<file path="src/rtl/qed_inst_gate.sv">
// qed_inst_gate: stateful QED instruction-constraint gate.
//   Decodes each issued RV32 word into a class (ILLEGAL/I/LW/R/SW/NOP). It then
//   checks the class against an allow-list that depends on a commit-driven phase
//   (PRE/ARM/POST). Violations are recorded for the surrounding harness.
// Ports:
//   i_clk, i_rst         clock, asynchronous active-high reset
//   i_instr              instruction word presented at issue
//   i_instr_valid        i_instr is issued this cycle
//   i_sif_commit         SIF commit level from the core
//   i_clr_viol           synchronous clear of violation state
//   o_inst_class         0 ILLEGAL, 1 I, 2 LW, 3 R, 4 SW, 5 NOP (combinational)
//   o_inst_legal         1 if !valid or class allowed in current phase (combinational)
//   o_phase              0 PRE, 1 ARM, 2 POST
//   o_viol_sticky        violation seen since reset/clear
//   o_viol_cnt           saturating violation count
//   o_first_viol_instr   word of the first violation
//   o_sw_cnt             saturating count of legal SWs
module qed_inst_gate #(
  parameter int unsigned REG_SPLIT     = 16,
  parameter int unsigned LW_IMM_LIMIT  = 64,
  parameter int unsigned SW_IMM7_LIMIT = 2,
  parameter int unsigned ENABLE_MUL    = 0,
  parameter int unsigned SW_DELAY      = 1,
  parameter int unsigned CNT_W         = 8
) (
  input  logic             i_clk,
  input  logic             i_rst,
  input  logic [31:0]      i_instr,
  input  logic             i_instr_valid,
  input  logic             i_sif_commit,
  input  logic             i_clr_viol,
  output logic [2:0]       o_inst_class,
  output logic             o_inst_legal,
  output logic [1:0]       o_phase,
  output logic             o_viol_sticky,
  output logic [CNT_W-1:0] o_viol_cnt,
  output logic [31:0]      o_first_viol_instr,
  output logic [CNT_W-1:0] o_sw_cnt
);

  localparam logic [2:0] ClsIllegal = 3'd0;
  localparam logic [2:0] ClsI       = 3'd1;
  localparam logic [2:0] ClsLw      = 3'd2;
  localparam logic [2:0] ClsR       = 3'd3;
  localparam logic [2:0] ClsSw      = 3'd4;
  localparam logic [2:0] ClsNop     = 3'd5;

  // Delay counter holds at most SW_DELAY-1.
  localparam int unsigned DLY_W = (SW_DELAY > 1) ? $clog2(SW_DELAY) : 1;
  localparam logic [CNT_W-1:0] CntMax = '1;

  typedef enum logic [1:0] {
    PhPre  = 2'd0,
    PhArm  = 2'd1,
    PhPost = 2'd2
  } phase_e;

  phase_e           r_phase;
  logic [DLY_W-1:0] r_dly;
  logic             r_viol_sticky;
  logic [CNT_W-1:0] r_viol_cnt;
  logic [31:0]      r_first_viol;
  logic [CNT_W-1:0] r_sw_cnt;

  logic [6:0]  w_opcode;
  logic [4:0]  w_rd;
  logic [2:0]  w_funct3;
  logic [4:0]  w_rs1;
  logic [4:0]  w_rs2;
  logic [6:0]  w_funct7;
  logic [11:0] w_imm12;
  logic        w_rd_ok;
  logic        w_rs1_ok;
  logic        w_rs2_ok;
  logic        w_top_zero;
  logic [2:0]  w_class;
  logic        w_allowed;
  logic        w_viol;
  logic        w_sw_ok;

  assign w_opcode   = i_instr[6:0];
  assign w_rd       = i_instr[11:7];
  assign w_funct3   = i_instr[14:12];
  assign w_rs1      = i_instr[19:15];
  assign w_rs2      = i_instr[24:20];
  assign w_funct7   = i_instr[31:25];
  assign w_imm12    = i_instr[31:20];
  assign w_top_zero = (i_instr[31:30] == 2'b00);

  // Registers must stay in the lower half of the file so the duplicate copy
  // in the upper half is never touched by the original program.
  assign w_rd_ok  = (32'(w_rd)  < REG_SPLIT);
  assign w_rs1_ok = (32'(w_rs1) < REG_SPLIT);
  assign w_rs2_ok = (32'(w_rs2) < REG_SPLIT);

  always_comb begin
    w_class = ClsIllegal;
    case (w_opcode)
      7'b0010011: begin
        if (w_rd_ok && w_rs1_ok) begin
          case (w_funct3)
            3'b001:  if (w_funct7 == 7'b0000000) w_class = ClsI;
            3'b101:  if (w_funct7 == 7'b0000000 || w_funct7 == 7'b0100000) w_class = ClsI;
            default: w_class = ClsI;
          endcase
        end
      end
      7'b0000011: begin
        if (w_funct3 == 3'b010 && w_rs1 == 5'd0 && w_rd_ok && w_top_zero &&
            32'(w_imm12) < LW_IMM_LIMIT) begin
          w_class = ClsLw;
        end
      end
      7'b0110011: begin
        if (w_rd_ok && w_rs1_ok && w_rs2_ok) begin
          if (w_funct7 == 7'b0000000) begin
            w_class = ClsR;
          end else if (w_funct7 == 7'b0100000 &&
                       (w_funct3 == 3'b000 || w_funct3 == 3'b101)) begin
            w_class = ClsR;
          end else if (ENABLE_MUL != 0 && w_funct7 == 7'b0000001 && !w_funct3[2]) begin
            w_class = ClsR;
          end
        end
      end
      7'b0100011: begin
        if (w_funct3 == 3'b010 && w_rs1 == 5'd0 && w_rs2_ok && w_top_zero &&
            32'(w_funct7) < SW_IMM7_LIMIT) begin
          w_class = ClsSw;
        end
      end
      7'b1111111: w_class = ClsNop;
      default:    w_class = ClsIllegal;
    endcase
  end

  always_comb begin
    w_allowed = 1'b0;
    case (w_class)
      ClsI, ClsLw, ClsR, ClsNop: w_allowed = 1'b1;
      // With no delay the store window opens in the very cycle commit rises,
      // before the registered phase has had a chance to move.
      ClsSw: w_allowed = (r_phase == PhPost) ||
                         (SW_DELAY == 0 && r_phase == PhPre && i_sif_commit);
      default: w_allowed = 1'b0;
    endcase
  end

  assign w_viol  = i_instr_valid && !w_allowed;
  assign w_sw_ok = i_instr_valid && w_allowed && (w_class == ClsSw);

  always_ff @(posedge i_clk or posedge i_rst) begin
    if (i_rst) begin
      r_phase <= PhPre;
      r_dly   <= '0;
    end else begin
      case (r_phase)
        PhPre: begin
          if (i_sif_commit) begin
            if (SW_DELAY == 0) begin
              r_phase <= PhPost;
            end else begin
              r_phase <= PhArm;
              r_dly   <= DLY_W'(SW_DELAY - 1);
            end
          end
        end
        PhArm: begin
          if (!i_sif_commit)    r_phase <= PhPre;
          else if (r_dly == '0) r_phase <= PhPost;
          else                  r_dly   <= r_dly - 1'b1;
        end
        PhPost: if (!i_sif_commit) r_phase <= PhPre;
        default: r_phase <= PhPre;
      endcase
    end
  end

  always_ff @(posedge i_clk or posedge i_rst) begin
    if (i_rst) begin
      r_viol_sticky <= 1'b0;
      r_viol_cnt    <= '0;
      r_first_viol  <= '0;
    end else if (w_viol) begin
      // A violation coinciding with a clear restarts the record from this word.
      r_viol_sticky <= 1'b1;
      if (i_clr_viol)                r_viol_cnt <= CNT_W'(1);
      else if (r_viol_cnt != CntMax) r_viol_cnt <= r_viol_cnt + 1'b1;
      if (i_clr_viol || !r_viol_sticky) r_first_viol <= i_instr;
    end else if (i_clr_viol) begin
      r_viol_sticky <= 1'b0;
      r_viol_cnt    <= '0;
      r_first_viol  <= '0;
    end
  end

  always_ff @(posedge i_clk or posedge i_rst) begin
    if (i_rst) begin
      r_sw_cnt <= '0;
    end else if (w_sw_ok && r_sw_cnt != CntMax) begin
      r_sw_cnt <= r_sw_cnt + 1'b1;
    end
  end

  assign o_inst_class       = w_class;
  assign o_inst_legal       = !i_instr_valid || w_allowed;
  assign o_phase            = r_phase;
  assign o_viol_sticky      = r_viol_sticky;
  assign o_viol_cnt         = r_viol_cnt;
  assign o_first_viol_instr = r_first_viol;
  assign o_sw_cnt           = r_sw_cnt;

endmodule

</file>
<file path="config.mk">
export PLATFORM = sky130hd
export DESIGN_NAME = qed_inst_gate
export DESIGN_NICKNAME = d
export VERILOG_FILES = /design/src/rtl/qed_inst_gate.sv
export SDC_FILE = /design/constraint.sdc
export NUM_CORES = 1
export LEC_CHECK = 0
export BUFFER_PORTS_ARGS = -buffer_cell sky130_fd_sc_hd__buf_2
export CAP_MARGIN = 20
export CORE_MARGIN = 2
export CORE_UTILIZATION = 44
export DETAILED_ROUTE_END_ITERATION = 7
export PLACE_DENSITY = 0.76
export SYNTH_ARGS = -nofsm -noshare
export SYNTH_HDL_FRONTEND = slang
export SYNTH_SLANG_ARGS = --single-unit
</file>
<file path="constraint.sdc">
create_clock -name i_clk -period 2.53 [get_ports i_clk]
set_input_delay 0.506 -clock i_clk [delete_from_list [all_inputs] [get_ports i_clk]]
set_output_delay 0.506 -clock i_clk [all_outputs]
set_load 0.03 [all_outputs]
</file>
======== Word level (Yosys, flattened, before mapping) ========
Index checks and enable logic that the tools add are counted.
cells by class
  $add $sub $neg .......................... 3
  eq/ne operators ......................... 23
  reductions and logical operators ........ 34
  mux-type cells .......................... 29
  order comparisons ....................... 5
operators by type and width
  kind                   count
  $mux W32               3
  $mux W8                4
  $eq A7 B6 Y1 const B   3
  $add A8 B1 Y8 const B  2
  $mux W2                8
  $ne A8 B8 Y1 const B   2
  $lt A5 B5 Y1 const B   3
  $pmux W3 S5            1
  $logic_and A1 B1 Y1    14
  $lt A12 B7 Y1 const B  1
  $eq A3 B2 Y1 const B   3
  $eq A3 B3 Y1 const B   3
  $eq A7 B2 Y1 const B   1
  $eq A7 B5 Y1 const B   1
  $eq A7 B7 Y1 const B   1
  $logic_not A7 Y1       1
  $lt A7 B2 Y1 const B   1
  $mux W1                7
  $eq A3 B1 Y1 const B   2
  $mux W3                2
  $ne A2 B2 Y1 const B   3
  $pmux W2 S3            1
  $pmux W3 S2            1
  $reduce_and A3 Y1      2
  14 further kinds       24
storage, ports and cells
  output and inout port bits .............. 55
  register bits ........................... 52

======== Longest topological paths before layout ========
Gate-level depths: netlist (run 1).
  depth in word-level cells ............... 14
  mapped depth ............................ 9
  mapped depth without buffers ............ 7

======== Worst setup path after synthesis (run 1) ========
OpenSTA, ideal clock, no wires.
  path kind ............................... in2out
  from .................................... in i_instr[6]
  to ...................................... out o_inst_legal
  arrival time ............................ 2.124 ns
  data required time ...................... 2.024 ns
  cell stages on the path ................. 5
  setup slack ............................. -0.100 ns
  path through ............................ or4_4 or4_4 and4_4 buf_6 nand2_1
on the way
  cells in the longest elaborated chain, start to end .. 6
ends and longest elaborated chain
  what                                  line  RTL
  start, declared                       28    input logic [31:0] i_instr,
  $eq A7 B7 Y1 (tied with other cells)  98    case (w_opcode)
  $pmux W3 S5 (*)                       98
  $eq A3 B1 Y1 (tied with other cells)  139   case (w_class)
  $reduce_or A4 Y1                      139
  $pmux W1 S2 (*)                       139
  $logic_or A1 B1 Y1 (*)                206   assign o_inst_legal = !i_instr_valid || w_allowed;
  end, declared                         33    output logic o_inst_legal,
Mark *: on every way between the ends. The rest lies on a longest branch, timed or not.

======== Worst setup path in the final report (run 1) ========
  from .................................... in i_instr[3]
  to ...................................... out o_inst_class[0]
on the way
  cells in the longest elaborated chain, start to end .. 2
ends and longest elaborated chain
  what                                  line  RTL
  $eq A7 B7 Y1 (tied with other cells)  98
  $pmux W3 S5 (*)                       98
  end, declared                         32    output logic [2:0] o_inst_class,
Marks and branches as above.

==> results_dict.tcl, run 1 <==
set metrics [dict create \
    setup_viol 4 \
    layout-drive-gt1-share_pct 45.5 \
    worstSetupStartpoint "i_instr[3]" \
    worst_path_largest_cell_delay_ps 530 \
    final_common_cell "buf_2" \
    clk_latency_ps 300 \
    hpwl_mm 4.44 \
    grt_pass1_wl_mm 9.98 \
    placed_cells 389 \
    rows 26 \
    cap_viol_max_count 0 \
    met3WireLength_microns 377 \
    final_cell_mix "buf_2 (83), dfrtp_1 (51), buf_4 (37), a22o_1 (32)" \
    worstPathArrival_ps 2100 \
    initial_utilization_pct 45.9 \
    clockBufferDepth 2 \
    synth_edf_count 0 \
    cts_root_buf "clkbuf_8" \
    synthTopCellsByArea "dfrtp_1 (54%), a22o_1 (12%), xor2_1 (3.0%)" \
    ir_worst_vdd_mv 0.235 \
    clk_pin_slew_ps 90 \
    end_kind "output port" \
    ys_seq_area_share_pct 53.7 \
    place.gp.congestion 0.850 \
    vias 2208 \
    fmax_ghz 0.383 \
    tightest_slew_ps 326 \
    power_density_mw_per_mm2 555 \
    startpoint_type "input pin" \
    r2r_start "o_phase[1]" \
    synth_area_sq_mm 0.00237 \
    status "finished with violations" \
    port_buffers 91 \
    synth_area_leader_cell "dfrtp_1" \
    crit_family "simple AND/OR/NAND/NOR gates" \
    viasPerCell 5.49 \
    power_mw 1.89 \
    leakage_nw 1.76 \
    synth_seq_cells 51 \
    die_w_microns 77.5 \
    first_iter_violations 99 \
    h-tree-depth 2 \
    crit_chain "buf_6 > or4_4 > or4_4 > buf_4 > o211ai_1 > buf_4" \
    dieArea_sq_mm 0.00600 \
    placed_area_sq_mm 0.00315 \
    pin_count 92 \
    num_antenna_cells 0 \
    overflow 0 \
    grt_pass1_vias 2122 \
    cts.sink_count 51 \
    worstPathMaxFanout 4 \
    slowest_stage "or4_4" \
    path_buf_inv 3 \
    crit_required_ps 2020 \
    min_path_type "in -> async" \
    skew_ps 7.22 \
    dr.pass1.iters 4 \
    ys_warn_count 0 \
    grt_max_degree 33 \
    hold_violations 0 \
    violations "setup timing" \
    reg2reg_depth 10 \
    ant_nets 0 \
    drt-total-wl_mm 5.95 \
    top_layer "met4" \
    route.detailed.wl_per_inst_microns 14.8 \
    tritoncts "yes" \
    synth.distinct_cells 43 \
    rsz0062_at_grt "yes" \
    syn_nets 244 \
    areaGrowthSynthToFinish_pct 43.0 \
    crit_cells 6 \
    worstSetupPathType "in -> out" \
    grt_use_total_pct 20.7 \
    met1Wirelength_mm 2.65 \
    finalCritPeriodShare_pct 103 \
    min_period_ps 2610 \
    max-slew-margin-rel_pct 78.1 \
    coreArea_sq_mm 0.00517 \
    drc_errors 0 \
    synth-async-reset-ratio_pct 100 \
    synth_top_area_share_pct 53.7 \
    timing.hold.ws_ps 133 \
    grt_antenna_before_repair 0 \
    fin_cells 402 \
    setup_slack_ps -80.6 \
    syn_area_per_cell_sq_um 11.6 \
    syn_inst 205 \
    drv_slew 0 \
    fin_util_pct 65.7 \
    nets 371 \
    postLayoutCellArea_sq_mm 0.00340 \
    cts_made_buffers 5 \
    wl_met2_mm 2.88 \
    die_h_microns 77.5 \
    ys.flop_type "dfrtp_1" \
]
==> timing repair <==
item,4_1_cts,5_1_grt
pin swaps,7,5
gates cloned,0,0
endpoints found under the setup margin,4,4
gates resized for setup,20,1
setup buffers,4,2
hold buffers,0,0
==> worst paths after layout <==
kind                                          end  slack (ps)
setup / recovery                  o_inst_class[0]         -80
hold / removal              o_first_viol_instr[9]         130
setup reg to reg           o_first_viol_instr[24]         260
hold reg to reg                       o_sw_cnt[5]         500
max in group asynchronous  o_first_viol_instr[26]        1820
min in group i_clk         o_first_viol_instr[10]         420
==> report_power, final <==
| group | total [mW] | leakage (nW) | switching [mW] | internal, mW |
|---|---|---|---|---|
| registers | 0.917 | 0.669 | 0.0434 | 0.874 |
| clock network | 0.543 | 0.0513 | 0.253 | 0.290 |
| logic | 0.426 | 1.04 | 0.257 | 0.169 |
| total | 1.89 | 1.76 | 0.554 | 1.33 |
==> layout make-up <==
type / instances / area [sq um]
clock buffer: 6 / 72.6
clock inverter: 1 / 30.0
fill: 424 / 1780
inverter: 7 / 28.8
multi-input combinational: 136 / 1050
sequential: 51 / 1280
tap: 70 / 87.6
timing repair buffer: 131 / 856
==> metrics by stage <==
| stage | setup TNS [ps] | setup WS (ps) |
|---|---|---|
| detailed placement | -6460 | -217 |
| global placement | -5580 | -230 |
| CTS | -205 | -90.8 |
| floorplan | -54.0 | -33.5 |
| finish | -194 | -80.6 |
| global route | -346 | -113 |
==> Yosys cell counts (4+ instances only) <==
| cell | count |
|---|---|
| inv_1 | 6 |
| buf_6 | 4 |
| dfrtp_1 | 51 |
| a22o_1 | 32 |
| xor2_1 | 8 |
| and4_1 | 4 |
| nand3_1 | 11 |
| nand2_1 | 7 |
| a21oi_1 | 5 |
| o21ai_1 | 5 |
| buf_2 | 5 |
| nor3_1 | 4 |
| nor2_1 | 10 |
| nand4_1 | 5 |
==> state kept, by name, summed over array words and instances (netlist names) <==
| signal | flops |
|---|---|
| o_first_viol_instr | 32 |
| o_sw_cnt | 8 |
| o_viol_cnt | 8 |
| o_phase | 2 |
| o_viol_sticky | 1 |
==> metal layers <==
metal | up-vias | track usage [%]
li1 | 1041 | -
met1 | 1077 | 27.6
met2 | 85 | 33.2
met3 | 5 | 5.81
met4 | 0 | 5.36
met5 | - | 0
==> kinds of logic (layout without fill, tap and decap cells) <==
| family | Yosys count | after routing | synth area share, % |
|---|---|---|---|
| buf+inv | 18 | 145 | 4.37 |
| flops | 51 | 51 | 53.7 |
| mux | 3 | 3 | 1.42 |
| xor+xnor | 9 | 9 | 3.32 |
| simple gates | 67 | 67 | 17.3 |
| compound gates | 55 | 55 | 18.8 |
| fa+ha+maj | 2 | 2 | 1.05 |
(Power assumes the default switching activity.)
==> run 2: changes to the inputs <==
Settings changed: ABC_AREA set to 1, CORE_UTILIZATION 44 to 45, PLACE_DENSITY 0.76 to 0.75.
==> run 2 against run 1 <==
  * The flow now finishes without violations
  * Synthesized area up 15%
  * Final area is 1.7% lower
  * Utilization is 8.9 points lower
  * Clock skew decreased by 1.6 ps
  * Highest routed layer unchanged
  * Largest power group unchanged
  * Combinational power decreased by 2%
  * Sequential share of layout area rose by 0.65 points
  * Critical path depth is 3 higher
  * Hold slack gained 110 ps
  * Routed wire length up 11%
  * First-iteration DRC count grew 60%
  * Final cell count rose by 30%
  * Sequential power barely moved
==> results_dict.tcl, run 2 <==
set metrics [dict create \
    worstPathMaxFanout 3 \
    layout-drive-gt1-share_pct 26.3 \
    grt_antenna_before_repair 0 \
    worstSetupPathType "in -> out" \
    syn_area_per_cell_sq_um 7.64 \
    synth.distinct_cells 29 \
    dieArea_sq_mm 0.00670 \
    cts_resized 0 \
    synthTopCellsByArea "dfrtp_1 (47%), nand2_1 (16%), nand3_1 (11%)" \
    place.gp.congestion 0.865 \
    synth-xor-area-share_pct 2.25 \
    clk_pin_slew_ps 90 \
    fin_cells 523 \
    synth_area_leader_cell "dfrtp_1" \
    slowest_stage "nor3_1" \
    fmax_ghz 0.426 \
    fin_util_pct 56.7 \
    grt_use_total_pct 20.8 \
    areaGrowthSynthToFinish_pct 22.4 \
    synth_compound_area_share_pct 1.65 \
    clk_latency_ps 300 \
    grt_pass1_wl_mm 10.9 \
    min_period_ps 2340 \
    crit_chain "buf_2 > nor2_1 > nand2_1 > nor3_1 > nand4_1 > nor2_1 > nor2_4 > nand2_2 > buf_2" \
    cap_viol_max_count 0 \
    clockBufferDepth 2 \
    vias 2573 \
    h-tree-depth 2 \
    synth_seq_cells 51 \
    route.detailed.wl_per_inst_microns 12.7 \
    grt_pass1_vias 2398 \
    cts_root_buf "clkbuf_8" \
    min_path_type "in -> async" \
    hold_violations 0 \
    tns_ps 0 \
    ant_nets 0 \
    ys_top_cells_by_count "nand2_1 (117), nand3_1 (62), dfrtp_1 (51), nor2_1 (35), inv_1 (33)" \
    port_buffers 91 \
    synth_edf_count 0 \
    yosys.area_share.simple_pct 40.1 \
    leakage_nw 1.96 \
    synthMuxAreaShare_pct 0 \
    coreArea_sq_mm 0.00589 \
    drc_errors 0 \
    timing.hold.ws_ps 244 \
    dr.pass1.iters 4 \
    cts_hold_buffers 0 \
    tightest_slew_ps 569 \
    ir_worst_vdd_mv 0.244 \
    drt-total-wl_mm 6.62 \
    syn_inst 357 \
    ys.flop_type "dfrtp_1" \
    end_kind "output port" \
    synth_fa_ha_area_share_pct 0.917 \
    worst_path_largest_cell_delay_ps 220 \
    ys_warn_count 0 \
    overflow 0 \
    rsz0062_at_grt "no" \
    fillers 568 \
    placed_cells 515 \
    yosys.cell_count.top_type "nand2_1" \
    post-place-ws_ps 158 \
    setup_slack_ps 185 \
    max-slew-margin-rel_pct 62.0 \
    path_buf_inv 2 \
    nets 486 \
    synth_top_area_share_pct 46.8 \
    status "completed" \
    first_iter_violations 158 \
    syn_nets 396 \
    cts.sink_count 51 \
    setup_viol 0 \
    grt_max_degree 33 \
    pin_count 92 \
    rows 28 \
    largest_reg_flops 32 \
    cts_made_buffers 5 \
    post_cts_buffers 0 \
    num_antenna_cells 0 \
    crit_family "simple AND/OR/NAND/NOR gates" \
    tritoncts "yes" \
    viasPerCell 4.92 \
    crit_required_ps 2020 \
    synth-async-reset-ratio_pct 100 \
    startpoint_type "input pin" \
    finalCritPeriodShare_pct 92.7 \
    skew_ps 5.57 \
    synth_area_sq_mm 0.00273 \
    die_h_microns 81.9 \
    power_density_mw_per_mm2 577 \
    final_common_cell "nand2_1" \
    die_w_microns 81.9 \
    ys_seq_area_share_pct 46.8 \
    hpwl_mm 4.82 \
    initial_utilization_pct 46.4 \
    synth_top_family_by_area "simple AND/OR/NAND/NOR gates" \
    final_cell_mix "nand2_1 (117), buf_2 (91), nand3_1 (62), dfrtp_1 (51), nor2_1 (35)" \
    worstPathArrival_ps 1840 \
    drv_slew 0 \
]
-- run 2: cell types whose count changed after synthesis, moves of 4 or more --
cell / change
a22o_1: -32
o21ai_1: -5
nor2_1: +25
inv_1: +27
and4_1: -4
nand3_1: +51
nand2_1: +110
-- run 2: power by group --
part	internal [mW]	switching (mW)
logic	0.120	0.296
clock network	0.320	0.272
registers	0.880	0.0383
total	1.32	0.606
-- run 2: kinds of logic (layout without fill, tap and decap cells) --
kind of cell | after synthesis | in the layout
simple gates | 242 | 242
buf+inv | 47 | 138
flops | 51 | 51
xor+xnor | 7 | 7
compound gates | 8 | 8
fa+ha+maj | 2 | 2
-- run 2: final cells by class --
class	instances	area (sq um)	share of cell area, %
Tap cell	75	93.8	2.81
Multi-Input combinational cell	259	1230	36.7
Timing Repair Buffer	94	490	14.7
Clock inverter	2	35.0	1.05
Clock buffer	6	82.6	2.47
Sequential cell	51	1280	38.2
Inverter	36	135	4.05
-- run 2: final timing paths --
check,start,to,slack [ps],depth (start not counted)
worst max-delay path,i_instr[17],o_inst_legal,190,9
worst min-delay path,i_rst,o_first_viol_instr[15],240,2
worst max register to register,o_viol_cnt[0],o_viol_cnt[3],750,10
worst min register to register,o_first_viol_instr[18],o_first_viol_instr[18],500,2
max in group asynchronous,i_rst,o_phase[0],1750,3
min in group i_clk,i_instr[22],o_first_viol_instr[22],400,3
-- run 2: worst register-to-register path, stage by stage, from the launching register on --
cell and delay (ps):
dfrtp_1 420, ha_1 200, nand3_1 100, nor2_1 170, nand3_1 120, nor2_1 180, inv_1 90, nand3_2 170
inv_1 110, nand2_1 70, nand2_1 50
-- run 2: per-stage QoR --
step	total power, mW	instance area (sq um)
2_1_floorplan	1.21	2730
6_report	1.93	3340
3_5_place_dp	1.35	3220
4_1_cts	1.95	3340
3_3_place_gp	1.35	3220
5_1_grt	2.02	3340
-- run 2: layer usage --
metal,GRT usage [%],vias up,routed length [microns]
met5,0,-,0
met4,7.17,0,95
met3,4.51,9,378
met2,35.1,69,3170
met1,26.3,1179,2980
li1,-,1316,-
